File: src/rtl/serial_adder.sv
// Bit-serial adder: one adder_unit processes operands LSB first, one bit per clock.
// Optional subtract mode (a - b) is enabled by defining SERIAL_ADDER_SUB_EN.

module adder_unit (
  input  logic a,
  input  logic b,
  input  logic c_in,
  output logic out,
  output logic c_out
);
  assign out   = a ^ b ^ c_in;
  assign c_out = (a & b) | (c_in & (a ^ b));
endmodule

module serial_adder #(
  parameter int WIDTH = 8
) (
  input  logic             clk,
  input  logic             rst_n,
  input  logic             start,
  input  logic [WIDTH-1:0] a,
  input  logic [WIDTH-1:0] b,
  input  logic             c_in,
`ifdef SERIAL_ADDER_SUB_EN
  input  logic             sub,
`endif
  output logic             busy,
  output logic             done,
  output logic [WIDTH-1:0] sum,
  output logic             c_out,
  output logic [1:0]       o_dbg_state
);

  localparam int CW = (WIDTH > 2) ? $clog2(WIDTH) : 1;
  localparam logic [CW-1:0] LAST_BIT = CW'(WIDTH - 1);

  typedef enum logic [1:0] {
    S_IDLE = 2'd0,
    S_RUN  = 2'd1,
    S_DONE = 2'd2
  } state_t;

  state_t          r_state;
  state_t          w_next_state;
  logic [WIDTH-1:0] r_a;
  logic [WIDTH-1:0] r_b;
  logic [WIDTH-1:0] r_sum;
  logic             r_carry;
  logic [CW-1:0]    r_cnt;

  logic             w_accept;
  logic             w_run;
  logic             w_sum_bit;
  logic             w_carry;
  logic [WIDTH-1:0] w_b_load;
  logic             w_c_load;

  // Subtraction is a + ~b + 1; c_in is ignored in that mode.
`ifdef SERIAL_ADDER_SUB_EN
  assign w_b_load = sub ? ~b : b;
  assign w_c_load = sub ? 1'b1 : c_in;
`else
  assign w_b_load = b;
  assign w_c_load = c_in;
`endif

  assign w_accept = (r_state == S_IDLE) && start;
  assign w_run    = (r_state == S_RUN);

  adder_unit u_adder (
    .a     (r_a[0]),
    .b     (r_b[0]),
    .c_in  (r_carry),
    .out   (w_sum_bit),
    .c_out (w_carry)
  );

  always_ff @(posedge clk or negedge rst_n) begin
    if (!rst_n) begin
      r_state <= S_IDLE;
    end else begin
      r_state <= w_next_state;
    end
  end

  always_comb begin
    w_next_state = r_state;
    busy         = 1'b0;
    done         = 1'b0;
    case (r_state)
      S_IDLE: begin
        if (start) w_next_state = S_RUN;
      end
      S_RUN: begin
        busy = 1'b1;
        if (r_cnt == LAST_BIT) w_next_state = S_DONE;
      end
      S_DONE: begin
        done         = 1'b1;
        w_next_state = S_IDLE;
      end
      default: w_next_state = S_IDLE;
    endcase
  end

  // The carry register doubles as c_out: after the last bit it holds the carry out of the MSB.
  always_ff @(posedge clk or negedge rst_n) begin
    if (!rst_n) begin
      r_a     <= '0;
      r_b     <= '0;
      r_sum   <= '0;
      r_carry <= 1'b0;
      r_cnt   <= '0;
    end else if (w_accept) begin
      r_a     <= a;
      r_b     <= w_b_load;
      r_carry <= w_c_load;
      r_cnt   <= '0;
    end else if (w_run) begin
      r_a     <= {1'b0, r_a[WIDTH-1:1]};
      r_b     <= {1'b0, r_b[WIDTH-1:1]};
      r_sum   <= {w_sum_bit, r_sum[WIDTH-1:1]};
      r_carry <= w_carry;
      r_cnt   <= r_cnt + CW'(1);
    end
  end

  assign sum         = r_sum;
  assign c_out       = r_carry;
  assign o_dbg_state = r_state;

endmodule

File: config.mk
export PLATFORM = sky130hd
export DESIGN_NAME = serial_adder
export DESIGN_NICKNAME = d
export VERILOG_FILES = /design/src/rtl/serial_adder.sv
export SDC_FILE = /design/constraint.sdc
export NUM_CORES = 1
export LEC_CHECK = 0
export CELL_PAD_IN_SITES_DETAIL_PLACEMENT = 0
export CELL_PAD_IN_SITES_GLOBAL_PLACEMENT = 2
export CORE_UTILIZATION = 28
export CTS_CLUSTER_DIAMETER = 150
export DETAILED_ROUTE_END_ITERATION = 10
export MAX_ROUTING_LAYER = met4
export PLACE_DENSITY = 0.79
export SYNTH_ARGS = -nofsm -noshare
export SYNTH_HDL_FRONTEND = slang
export SYNTH_SLANG_ARGS = --single-unit
File: constraint.sdc
create_clock -name clk -period 1.5 [get_ports clk]
set_clock_uncertainty 0.2 [all_clocks]
set_input_delay 0.3 -clock clk [delete_from_list [all_inputs] [get_ports clk]]
set_output_delay 0.3 -clock clk [all_outputs]
set_load 0.1 [all_outputs]
==> results of run 1 <==
## worst max-delay path, delay by kind of cell (launching register included)
| family | cells | cell delay (ns) |
|---|---|---|
| DFF | 1 | 0.49 |
| buffers and inverters | 2 | 0.27 |
| and+or+nand+nor | 1 | 0.16 |
## cell families after synthesis
logic type / count (synthesis)
AOI/OAI and AO/OA: 45
DFF: 30
buffers and inverters: 13
and+or+nand+nor: 9
muxes: 8
adders and majority gates: 3
## registers in the layout, summed over array words and instances, names as in the netlist
| name | cells |
|---|---|
| o_dbg_state | 2 |
| c_out | 1 |
| sum | 8 |
| r_b | 8 |
| r_a | 8 |
| r_cnt | 3 |
## path summary, 6_finish.rpt
check	start	to	depth (start not counted)	slack (ns)
hold / removal	rst_n	r_cnt[0]$_DFFE_PN0P_	2	0.17
min in group clk	r_cnt[0]$_DFFE_PN0P_	r_cnt[0]$_DFFE_PN0P_	1	0.31
max in group asynchronous	rst_n	c_out$_DFFE_PN0P_	2	0.74
setup / recovery	o_dbg_state[1]$_DFFE_PN0P_	busy	3	-0.21
setup reg to reg	o_dbg_state[1]$_DFFE_PN0P_	r_a[1]$_DFFE_PN0P_	3	-0.08
hold reg to reg	r_cnt[0]$_DFFE_PN0P_	r_cnt[0]$_DFFE_PN0P_	1	0.31
## cell type report
class | instances | area [um^2]
clock buffers | 5 | 68.8
clock inverters | 3 | 40.0
multi-input cells | 65 | 536
inverters | 6 | 26.3
repair buffers | 52 | 628
flip-flops and latches | 30 | 762
fillers | 394 | 2290
well taps | 52 | 65.1
## through the flow
step                area (um^2)  instances
finish                     2130        213
global route               2130        213
detailed placement         1920        199
CTS                        2060        209
floorplan                  1350        108
global placement           1920        199
## cells in the final DEF, fill, tap and decap left out, types with 2 or more instances in the layout
master / netlist / layout
o22ai_1: 22 / 19
buf_4: 1 / 15
dfrtp_1: 30 / 27
inv_2: 0 / 2
buf_6: 2 / 4
a21oi_1: 9 / 9
clkbuf_8: 0 / 5
dfrtp_4: 0 / 3
ha_1: 2 / 2
clkinv_2: 0 / 2
a22o_1: 2 / 2
clkdlybuf4s50_1: 0 / 19
buf_12: 0 / 14
inv_1: 6 / 3
mux2_2: 8 / 8
a2bb2oi_1: 6 / 6
nand2b_4: 0 / 3
o21ai_0: 2 / 2
o22ai_2: 0 / 3
## power breakdown
group | internal, W | total (W) | switching (W)
Sequential | 0.00121 | 0.00156 | 0.000349
Combinational | 0.00141 | 0.00318 | 0.00177
Clock | 0.000488 | 0.000794 | 0.000306
Total | 0.00311 | 0.00554 | 0.00243
## what timing repair did
action / CTS / global route
pin swaps: 1 / 1
endpoints found under the setup margin: 16 / 22
gates cloned: 0 / 1
gates resized for setup: 4 / 8
setup buffers: 2 / 3
## metal layers
| layer | part of all wire | vias up | global-route usage |
|---|---|---|---|
| met3 | 0.057 | 3 | 0.0548 |
| met1 | 0.42 | 515 | 0.154 |
| met5 | 0 | - | - |
| met2 | 0.51 | 28 | 0.222 |
| li1 | - | 514 | - |
| met4 | 0.0045 | 0 | 0.0333 |
==> flow_metrics.py, run 1 <==
metrics = {
    "logic_synthesis": {
        "synthFlopType": "dfrtp_1",
        "synthMuxAreaShare": 0.0688,
        "synth_top_family_by_area": "compound AO/OA/AOI/OAI gates",
        "syn-num-nets": 131,
        "yosys.area_share.simple": 0.0411,
        "synth_seq_cells": 30,
        "yosysMostFrequentCell": "dfrtp_1",
        "synthXorXnorAreaFrac": 0,
        "synthAdderAreaFrac": 0.0344,
        "ys_warn_count": 0,
        "synth_top_area_frac": 0.573,
        "ys_async_sr_fraction": 1.00,
        "yosysSeqAreaShare": 0.573,
        "synth-edff-count": 0,
        "ys_top_cells_by_area": "dfrtp_1, o22ai_1, mux2_2",
        "ys_types": 23,
        "syn_area_mm2": 0.00131,
        "synth_area_per_cell_um2": 12.1,
        "synth_compound_area_frac": 0.227,
        "syn-instance-count": 108,
        "synth_top_cell_by_area": "dfrtp_1",
        "yosys-top-cells-count": "dfrtp_1, o22ai_1, a21oi_1, mux2_2",
    },
    "clock_network": {
        "htree_levels": 2,
        "clock_latency_ns": 0.28,
        "cts_buffers": 5,
        "cts_tree": "done",
        "postCtsHoldBufs": 0,
        "cts.path.max_buffers": 2,
        "clk_pin_slew_ns": 0.06,
        "cts-root-buf": "clkbuf_8",
        "clkSinkCount": 30,
    },
    "route": {
        "ant_nets": 0,
        "dr.pass1.iters": 4,
        "wirelength_um": 3100,
        "vias": 1060,
        "viasPerCell": 4.98,
        "drtIter0Drc": 37,
        "wl_per_cell_um": 14.5,
        "drcViolationCount": 0,
    },
    "worst_setup_path": {
        "cp.arrival_ns": 1.21,
        "path_max_fanout": 3,
        "endpoint_kind": "primary output",
        "start_kind": "flip-flop",
        "path_cells": "nand2b_4 > clkinvlp_4 > buf_12",
        "critPathKind": "flip-flop to primary output",
        "slowest_stage": "dfrtp_4",
        "cp_slowest_stage_delay_ns": 0.49,
        "cp.required_ns": 1.00,
    },
    "layout": {
        "fin_util": 0.482,
        "nets": 183,
        "drive_above_1_share": 0.404,
        "antenna_cells": 0,
        "syn2layout_area_growth_pct": 62.3,
    },
    "place": {
        "dpl.hpwl_um": 2180,
        "port_buffers": 32,
        "pre_cts_ws_ns": -0.271,
        "gp_congestion": 0.760,
    },
    "sta": {
        "final-hold-violation-count": 0,
        "finalSetupViolCount": 6,
        "max_freq_mhz": 586,
        "whs_ns": 0.175,
        "post-route-period-util": 1.14,
        "finalWorstSetupSlack_ns": -0.206,
        "tightest_slew_ns": 0.243,
        "period_minus_slack_ns": 1.71,
        "drv_slew": 0,
        "tns_ns": -0.724,
        "max_slew_margin": 0.838,
        "grt_setup_unrepaired": "true",
    },
    "global_route": {
        "grt_first_pass_wirelength_um": 5050,
        "grt_max_degree": 31,
        "grt_pass1_vias": 1078,
        "antenna_found_initial": 0,
        "grt_overflow": 0,
        "track_usage": 0.135,
    },
    "run": {
        "drv_cap": 0,
    },
    "pwr": {
        "ir_worst_vdd_v": 0.000962,
        "power_w": 0.00554,
        "power_per_cell_area_mw_per_mm2": 2610,
        "leakagePower_nw": 0.908,
    },
    "floorplan": {
        "start_util": 0.297,
        "coreArea_mm2": 0.00441,
        "die_w_um": 70.4,
        "die_h_um": 70.4,
        "die_area_mm2": 0.00496,
        "ioPinCount": 33,
        "rows": 24,
    },
    "run_status": {
        "violations": "negative setup slack",
        "status": "finished, violations left",
    },
    "worst_hold_path": {
        "hp-class": "primary input to asynchronous set/reset pin",
    },
}
No activity file was read; power rests on OpenSTA's default activity.
==> inputs of run 2 (changes only) <==
--- a/config.mk
+++ b/config.mk
@@ -5,9 +5,9 @@
 export SDC_FILE = /design/constraint.sdc
 export NUM_CORES = 1
 export LEC_CHECK = 0
-export CELL_PAD_IN_SITES_DETAIL_PLACEMENT = 0
-export CELL_PAD_IN_SITES_GLOBAL_PLACEMENT = 2
-export CORE_UTILIZATION = 28
+export CELL_PAD_IN_SITES_DETAIL_PLACEMENT = 1
+export CELL_PAD_IN_SITES_GLOBAL_PLACEMENT = 1
+export CORE_UTILIZATION = 34
 export CTS_CLUSTER_DIAMETER = 150
 export DETAILED_ROUTE_END_ITERATION = 10
 export MAX_ROUTING_LAYER = met4
==> run 2 against run 1 <==
  * The flow still finishes with violations (negative setup slack)
  * Routed wire length up 25%
  * Global-route usage increased by 6.6 points
  * Via count rose by 5.6%
  * Critical path depth unchanged
  * Register-to-register slack worse by 0.03 ns
  * Sequential share of layout area shrank 3.2 points
  * Setup slack better by 0.0012 ns
  * Power is 8.7% higher
  * Cell count down 0.94%
  * Hold slack better by 0.011 ns
  * Sequential cell count is the same
  * Sequential power grew 5%
  * Largest power group unchanged
==> flow_metrics.py, run 2 (same netlist as run 1, synthesis figures left out) <==
metrics = {
    "global_route": {
        "grt_overflow": 0,
        "grt_first_pass_wirelength_um": 5800,
        "grt_max_degree": 31,
        "antenna_found_initial": 0,
        "track_usage": 0.201,
        "grt_pass1_vias": 1166,
    },
    "layout": {
        "layout_common_cells": "dfrtp_1, clkdlybuf4s50_1, buf_12, o22ai_2, buf_6",
        "nets": 185,
        "antenna_cells": 0,
        "layout.cells.non_filler": 211,
        "n_fill_cell": 360,
        "post-route-cell-area_mm2": 0.00233,
        "fin_util": 0.632,
        "drive_above_1_share": 0.540,
        "layout_commonest_cell": "dfrtp_1",
        "syn2layout_area_growth_pct": 77.9,
    },
    "pwr": {
        "clockPowerShare": 0.126,
        "p_int_w": 0.00332,
        "leakagePower_nw": 0.967,
        "power_per_cell_area_mw_per_mm2": 2580,
        "sw_frac_of_total": 0.448,
        "ir_worst_vdd_v": 0.000874,
        "p_sw_w": 0.00270,
        "power_w": 0.00602,
        "p_comb_frac": 0.601,
        "seq_power_share": 0.273,
    },
    "sta": {
        "finalWorstSetupSlack_ns": -0.205,
        "finalSetupViolCount": 30,
        "drv_slew": 0,
        "final-hold-violation-count": 0,
        "max_freq_mhz": 587,
        "max_slew_margin": 0.799,
        "period_minus_slack_ns": 1.70,
        "post-route-period-util": 1.14,
        "grt_setup_unrepaired": "true",
        "tightest_slew_ns": 0.302,
    },
    "route": {
        "wirelength_um": 3860,
        "wl_met2_um": 2200,
        "drcViolationCount": 0,
        "viasPerCell": 5.30,
        "vias": 1119,
        "dr.pass1.iters": 3,
        "drtIter0Drc": 12,
        "met1_length_um": 1450,
        "wl_per_cell_um": 18.3,
        "ant_nets": 0,
        "wl_met3_um": 162,
        "routed.top_layer": "met4",
    },
    "worst_setup_path": {
        "critPathKind": "flip-flop to primary output",
        "path_max_fanout": 3,
        "worst-r2r-setup-slack_ns": -0.11,
        "cp.arrival_ns": 1.20,
        "slowest_stage": "dfrtp_4",
        "rr_endpoint": "r_a[1]$_DFFE_PN0P_",
        "reg2reg_from": "o_dbg_state[1]$_DFFE_PN0P_",
        "cp_slowest_stage_delay_ns": 0.48,
        "start_kind": "flip-flop",
        "reg2reg_depth": 5,
        "endpoint_kind": "primary output",
        "crit_start": "o_dbg_state[1]$_DFFE_PN0P_",
        "path_cells": "nand2b_4 > clkinvlp_4 > buf_12",
        "cp.required_ns": 1.00,
    },
    "place": {
        "port_buffers": 32,
        "dpl.hpwl_um": 2410,
        "dp_cells": 194,
        "place_area_mm2": 0.00191,
        "gp_congestion": 0.771,
    },
    "floorplan": {
        "coreArea_mm2": 0.00369,
        "die_area_mm2": 0.00410,
        "start_util": 0.355,
        "die_h_um": 64.1,
        "ioPinCount": 33,
        "rows": 22,
        "die_w_um": 64.1,
    },
    "clock_network": {
        "clkSinkCount": 30,
        "htree_levels": 2,
        "clock_latency_ns": 0.29,
        "cts-root-buf": "clkbuf_8",
        "clk_pin_slew_ns": 0.07,
        "cts_tree": "done",
        "postCtsHoldBufs": 0,
        "cts.path.max_buffers": 2,
        "cts_buffers": 5,
    },
    "run_status": {
        "violations": "negative setup slack",
        "status": "finished, violations left",
    },
    "worst_hold_path": {
        "hp-class": "primary input to asynchronous set/reset pin",
    },
    "run": {
        "drv_cap": 0,
    },
}
run 2: cell types whose count changed in the layout (fill, tap and decap cells not counted), sizes merged:
cell           delta
clkinv            -2
clkdlybuf4s50     -1
clkbuf            +3
bufinv            -1
dlygate4sd2       +1
buf               +2
run 2: final cells by class:
cell class / instances / area (um^2) / area share
sequential: 30 / 762 / 0.327
multi-input combinational: 65 / 694 / 0.298
timing repair buffer: 54 / 676 / 0.290
clock buffer: 8 / 110 / 0.0472
tap: 48 / 60.1 / 0.0258
inverter: 6 / 28.8 / 0.0123
run 2: repair_timing:
action                     4_1_cts  5_1_grt
cloned                           1        0
setup buffers                    4        4
setup endpoints to repair       23       32
pin swaps                       11        6
resized for setup               25       26
run 2: critical path: cells and delay by family (launching register included):
family	cells	cell delay, ns
and+or+nand+nor	1	0.16
buffers and inverters	2	0.27
DFF	1	0.48
run 2: power by group through the flow:
stage                     clock network (W)  registers (W)  logic, W
after floorplan                           0        0.00243   0.00111
final                              0.000756        0.00164   0.00362
after global placement                    0        0.00153   0.00299
after detailed placement                  0        0.00157   0.00310
after global routing               0.000804        0.00168   0.00380
after CTS                          0.000776        0.00158   0.00332
run 2: stage by stage:
stage	setup slack (ns)	hold WS (ns)	setup TNS, ns
2_1_floorplan	-0.523	-0.196	-3.41
3_3_place_gp	-0.228	0.285	-2.50
3_5_place_dp	-0.273	0.303	-3.79
4_1_cts	-0.209	0.189	-1.32
5_1_grt	-0.233	0.193	-2.93
6_report	-0.205	0.186	-1.97
run 2: worst max path at each step:
stage	cells after the start	endpoint	slack, ns
after floorplan	4	r_cnt[1]$_DFFE_PN0P_	-0.52
after global placement	3	r_a[1]$_DFFE_PN0P_	-0.23
after detailed placement	3	r_a[1]$_DFFE_PN0P_	-0.27
after CTS	3	busy	-0.21
after global routing	3	done	-0.23
final	3	busy	-0.20
run 2: per-layer routing:
layer  up-vias  track usage
met5         -            -
met4         0       0.0511
met3         6       0.0607
met2        32        0.374
met1       562        0.203
li1        519            -
==> inputs of run 3 (changes only) <==
--- a/config.mk
+++ b/config.mk
@@ -5,9 +5,10 @@
 export SDC_FILE = /design/constraint.sdc
 export NUM_CORES = 1
 export LEC_CHECK = 0
+export ABC_AREA = 1
 export CELL_PAD_IN_SITES_DETAIL_PLACEMENT = 1
 export CELL_PAD_IN_SITES_GLOBAL_PLACEMENT = 1
-export CORE_UTILIZATION = 34
+export CORE_UTILIZATION = 32
 export CTS_CLUSTER_DIAMETER = 150
 export DETAILED_ROUTE_END_ITERATION = 10
 export MAX_ROUTING_LAYER = met4
==> run 3 against run 2 <==
  * The run still ends with negative setup slack left
  * Register-to-register slack improved by 0.08 ns
  * Sequential power decreased by 12%
  * Design area decreased by 13%
  * Hold slack got worse by 0.016 ns
  * Area after synthesis increased by 1.7%
  * Power decreased by 16%
  * Sequential cell count unchanged
  * Cell count increased by 15%
  * Sequential share of layout area increased by 4.8 points
  * Fmax increased by 3.4%
  * First-iteration DRC count increased to 4.1 times the previous value
  * Clock power decreased by 11%
==> flow_metrics.py, run 3 <==
metrics = {
    "layout": {
        "n_fill_cell": 450,
        "syn2layout_area_growth_pct": 52.7,
        "nets": 214,
        "drive_above_1_share": 0.214,
        "antenna_cells": 0,
        "layout_commonest_cell": "nand3_1",
        "layout_common_cells": "nand3_1, nand2_1, dfrtp_1, clkdlybuf4s50_1, buf_12",
        "layout.cells.non_filler": 242,
    },
    "logic_synthesis": {
        "synth-edff-count": 0,
        "yosysSeqAreaShare": 0.563,
        "yosysMostFrequentCell": "nand3_1",
        "synth_top_area_frac": 0.563,
        "syn_area_mm2": 0.00133,
        "ys_async_sr_fraction": 1.00,
        "yosys-top-cells-count": "nand3_1, nand2_1, dfrtp_1, o21ai_0, inv_1",
        "syn-instance-count": 149,
        "ys_top_cells_by_area": "dfrtp_1, nand3_1, nand2_1",
        "ys_warn_count": 0,
        "synthFlopType": "dfrtp_1",
        "synth_top_cell_by_area": "dfrtp_1",
        "synth_seq_cells": 30,
        "synth_area_per_cell_um2": 8.94,
        "syn-num-nets": 172,
        "ys_types": 14,
    },
    "worst_setup_path": {
        "path_depth": 2,
        "reg2reg_depth": 7,
        "endpoint_kind": "primary output",
        "critPathTopFamily": "flip-flops",
        "start_kind": "flip-flop",
        "cp.arrival_ns": 1.15,
        "cp.required_ns": 1.00,
        "critPathKind": "flip-flop to primary output",
        "slowest_stage": "dfrtp_4",
        "rr_endpoint": "r_a[3]$_DFFE_PN0P_",
        "reg2reg_from": "o_dbg_state[0]$_DFFE_PN0P_",
        "crit_path_end": "busy",
        "path_cells": "nor2_4 > buf_12",
        "path_max_fanout": 4,
        "path_buf_inv": 1,
        "worst-r2r-setup-slack_ns": -0.03,
        "crit_start": "o_dbg_state[1]$_DFFE_PN0P_",
        "cp_slowest_stage_delay_ns": 0.51,
    },
    "floorplan": {
        "start_util": 0.333,
        "die_h_um": 66.5,
        "rows": 23,
        "die_w_um": 66.5,
        "die_area_mm2": 0.00443,
        "coreArea_mm2": 0.00400,
        "ioPinCount": 33,
    },
    "route": {
        "wirelength_um": 3410,
        "viasPerCell": 4.94,
        "vias": 1196,
        "drtIter0Drc": 49,
        "drcViolationCount": 0,
        "dr.pass1.iters": 4,
        "ant_nets": 0,
        "wl_per_cell_um": 14.1,
    },
    "run": {
        "drv_cap": 0,
    },
    "sta": {
        "finalWorstSetupSlack_ns": -0.148,
        "drv_slew": 0,
        "max_freq_mhz": 607,
        "post-route-period-util": 1.10,
        "tightest_slew_ns": 0.229,
        "grt_setup_unrepaired": "true",
        "finalSetupViolCount": 11,
        "final-hold-violation-count": 0,
        "period_minus_slack_ns": 1.65,
        "max_slew_margin": 0.847,
    },
    "run_status": {
        "violations": "negative setup slack",
        "status": "finished, violations left",
    },
    "global_route": {
        "antenna_found_initial": 0,
        "grtUsageMet2": 0.310,
        "grt_use_met1": 0.210,
        "grt_max_degree": 31,
        "use_met3": 0.0582,
        "top_usage_layer": "met2",
        "grt_overflow": 0,
        "grt_pass1_vias": 1234,
        "grt_first_pass_wirelength_um": 5780,
        "track_usage": 0.188,
    },
    "pwr": {
        "power_w": 0.00504,
        "leakagePower_nw": 0.953,
        "ir_worst_vdd_v": 0.00138,
        "power_per_cell_area_mw_per_mm2": 2480,
    },
    "place": {
        "dpl.hpwl_um": 2360,
        "dp_cells": 229,
        "gp_congestion": 0.838,
        "port_buffers": 32,
    },
    "clock_network": {
        "htree_levels": 2,
        "clk_pin_slew_ns": 0.06,
        "cts_buffers": 5,
        "cts-root-buf": "clkbuf_8",
        "cts.path.max_buffers": 2,
        "cts_tree": "done",
        "clkSinkCount": 30,
        "clock_latency_ns": 0.28,
    },
    "worst_hold_path": {
        "hp-class": "primary input to asynchronous set/reset pin",
    },
}
## run 3: cell count changes after synthesis, moves of 5 or more
cell / before / now
a21oi_1: 9 / 0
a2bb2oi_1: 6 / 0
mux2_2: 8 / 0
nand2_1: 1 / 37
nand3_1: 0 / 50
o21ai_0: 2 / 7
o22ai_1: 22 / 0
## run 3: cell type report
type	count	area, um^2	share of cell area
repair buffers	45	581	0.285
well taps	50	62.6	0.0308
clock buffers	7	86.3	0.0424
flip-flops and latches	30	762	0.375
inverters	6	25.0	0.0123
multi-input cells	103	513	0.252
clock inverters	1	5.00	0.00246
## run 3: worst min-delay path by stage
stage                             startpoint                  to  slack (ns)  depth (start not counted)
after global placement    r_a[2]$_DFFE_PN0P_  r_a[1]$_DFFE_PN0P_        0.28                          2
after floorplan                        rst_n  r_a[0]$_DFFE_PN0P_       -0.20                          0
after detailed placement  r_b[2]$_DFFE_PN0P_  r_b[1]$_DFFE_PN0P_        0.28                          2
after global routing                   rst_n  r_a[5]$_DFFE_PN0P_        0.19                          2
final                                  rst_n  r_b[5]$_DFFE_PN0P_        0.17                          2
after CTS                              rst_n  r_a[3]$_DFFE_PN0P_        0.18                          2
## run 3: cell families (layout without fill, tap and decap cells)
group | after synthesis | after routing | share of synthesized area
and+or+nand+nor | 92 | 92 | 0.312
DFF | 30 | 30 | 0.563
buffers and inverters | 16 | 59 | 0.0591
AOI/OAI and AO/OA | 8 | 8 | 0.0319
adders and majority gates | 3 | 3 | 0.0338
## run 3: where the power goes
group          total (W)  internal, W  switching [W]
Sequential       0.00145      0.00116       0.000293
Clock           0.000676     0.000369       0.000306
Combinational    0.00291      0.00108        0.00183
## run 3: repair_timing
action	in CTS	in global routing
setup endpoints to repair	3	18
setup buffers	4	1
resized for setup	0	2
hold buffers	0	0
pin swaps	1	1
## run 3: layer usage
layer	routed length, um	share of wire
met4	85	0.025
met2	1810	0.53
met5	0	0
met1	1340	0.39
met3	175	0.051
## run 3: metrics by stage
stage / TNS, ns / setup WS, ns / utilization / hold slack (ns) / instance area, um^2
after floorplan: -0.576 / -0.196 / - / -0.196 / 1370
after global placement: -0.0488 / -0.0266 / 0.475 / 0.276 / 1900
after detailed placement: -0.595 / -0.0678 / 0.475 / 0.284 / 1900
after CTS: -0.465 / -0.135 / 0.505 / 0.176 / 2020
after global routing: -2.02 / -0.182 / 0.509 / 0.190 / 2030
final: -0.550 / -0.148 / 0.509 / 0.170 / 2030
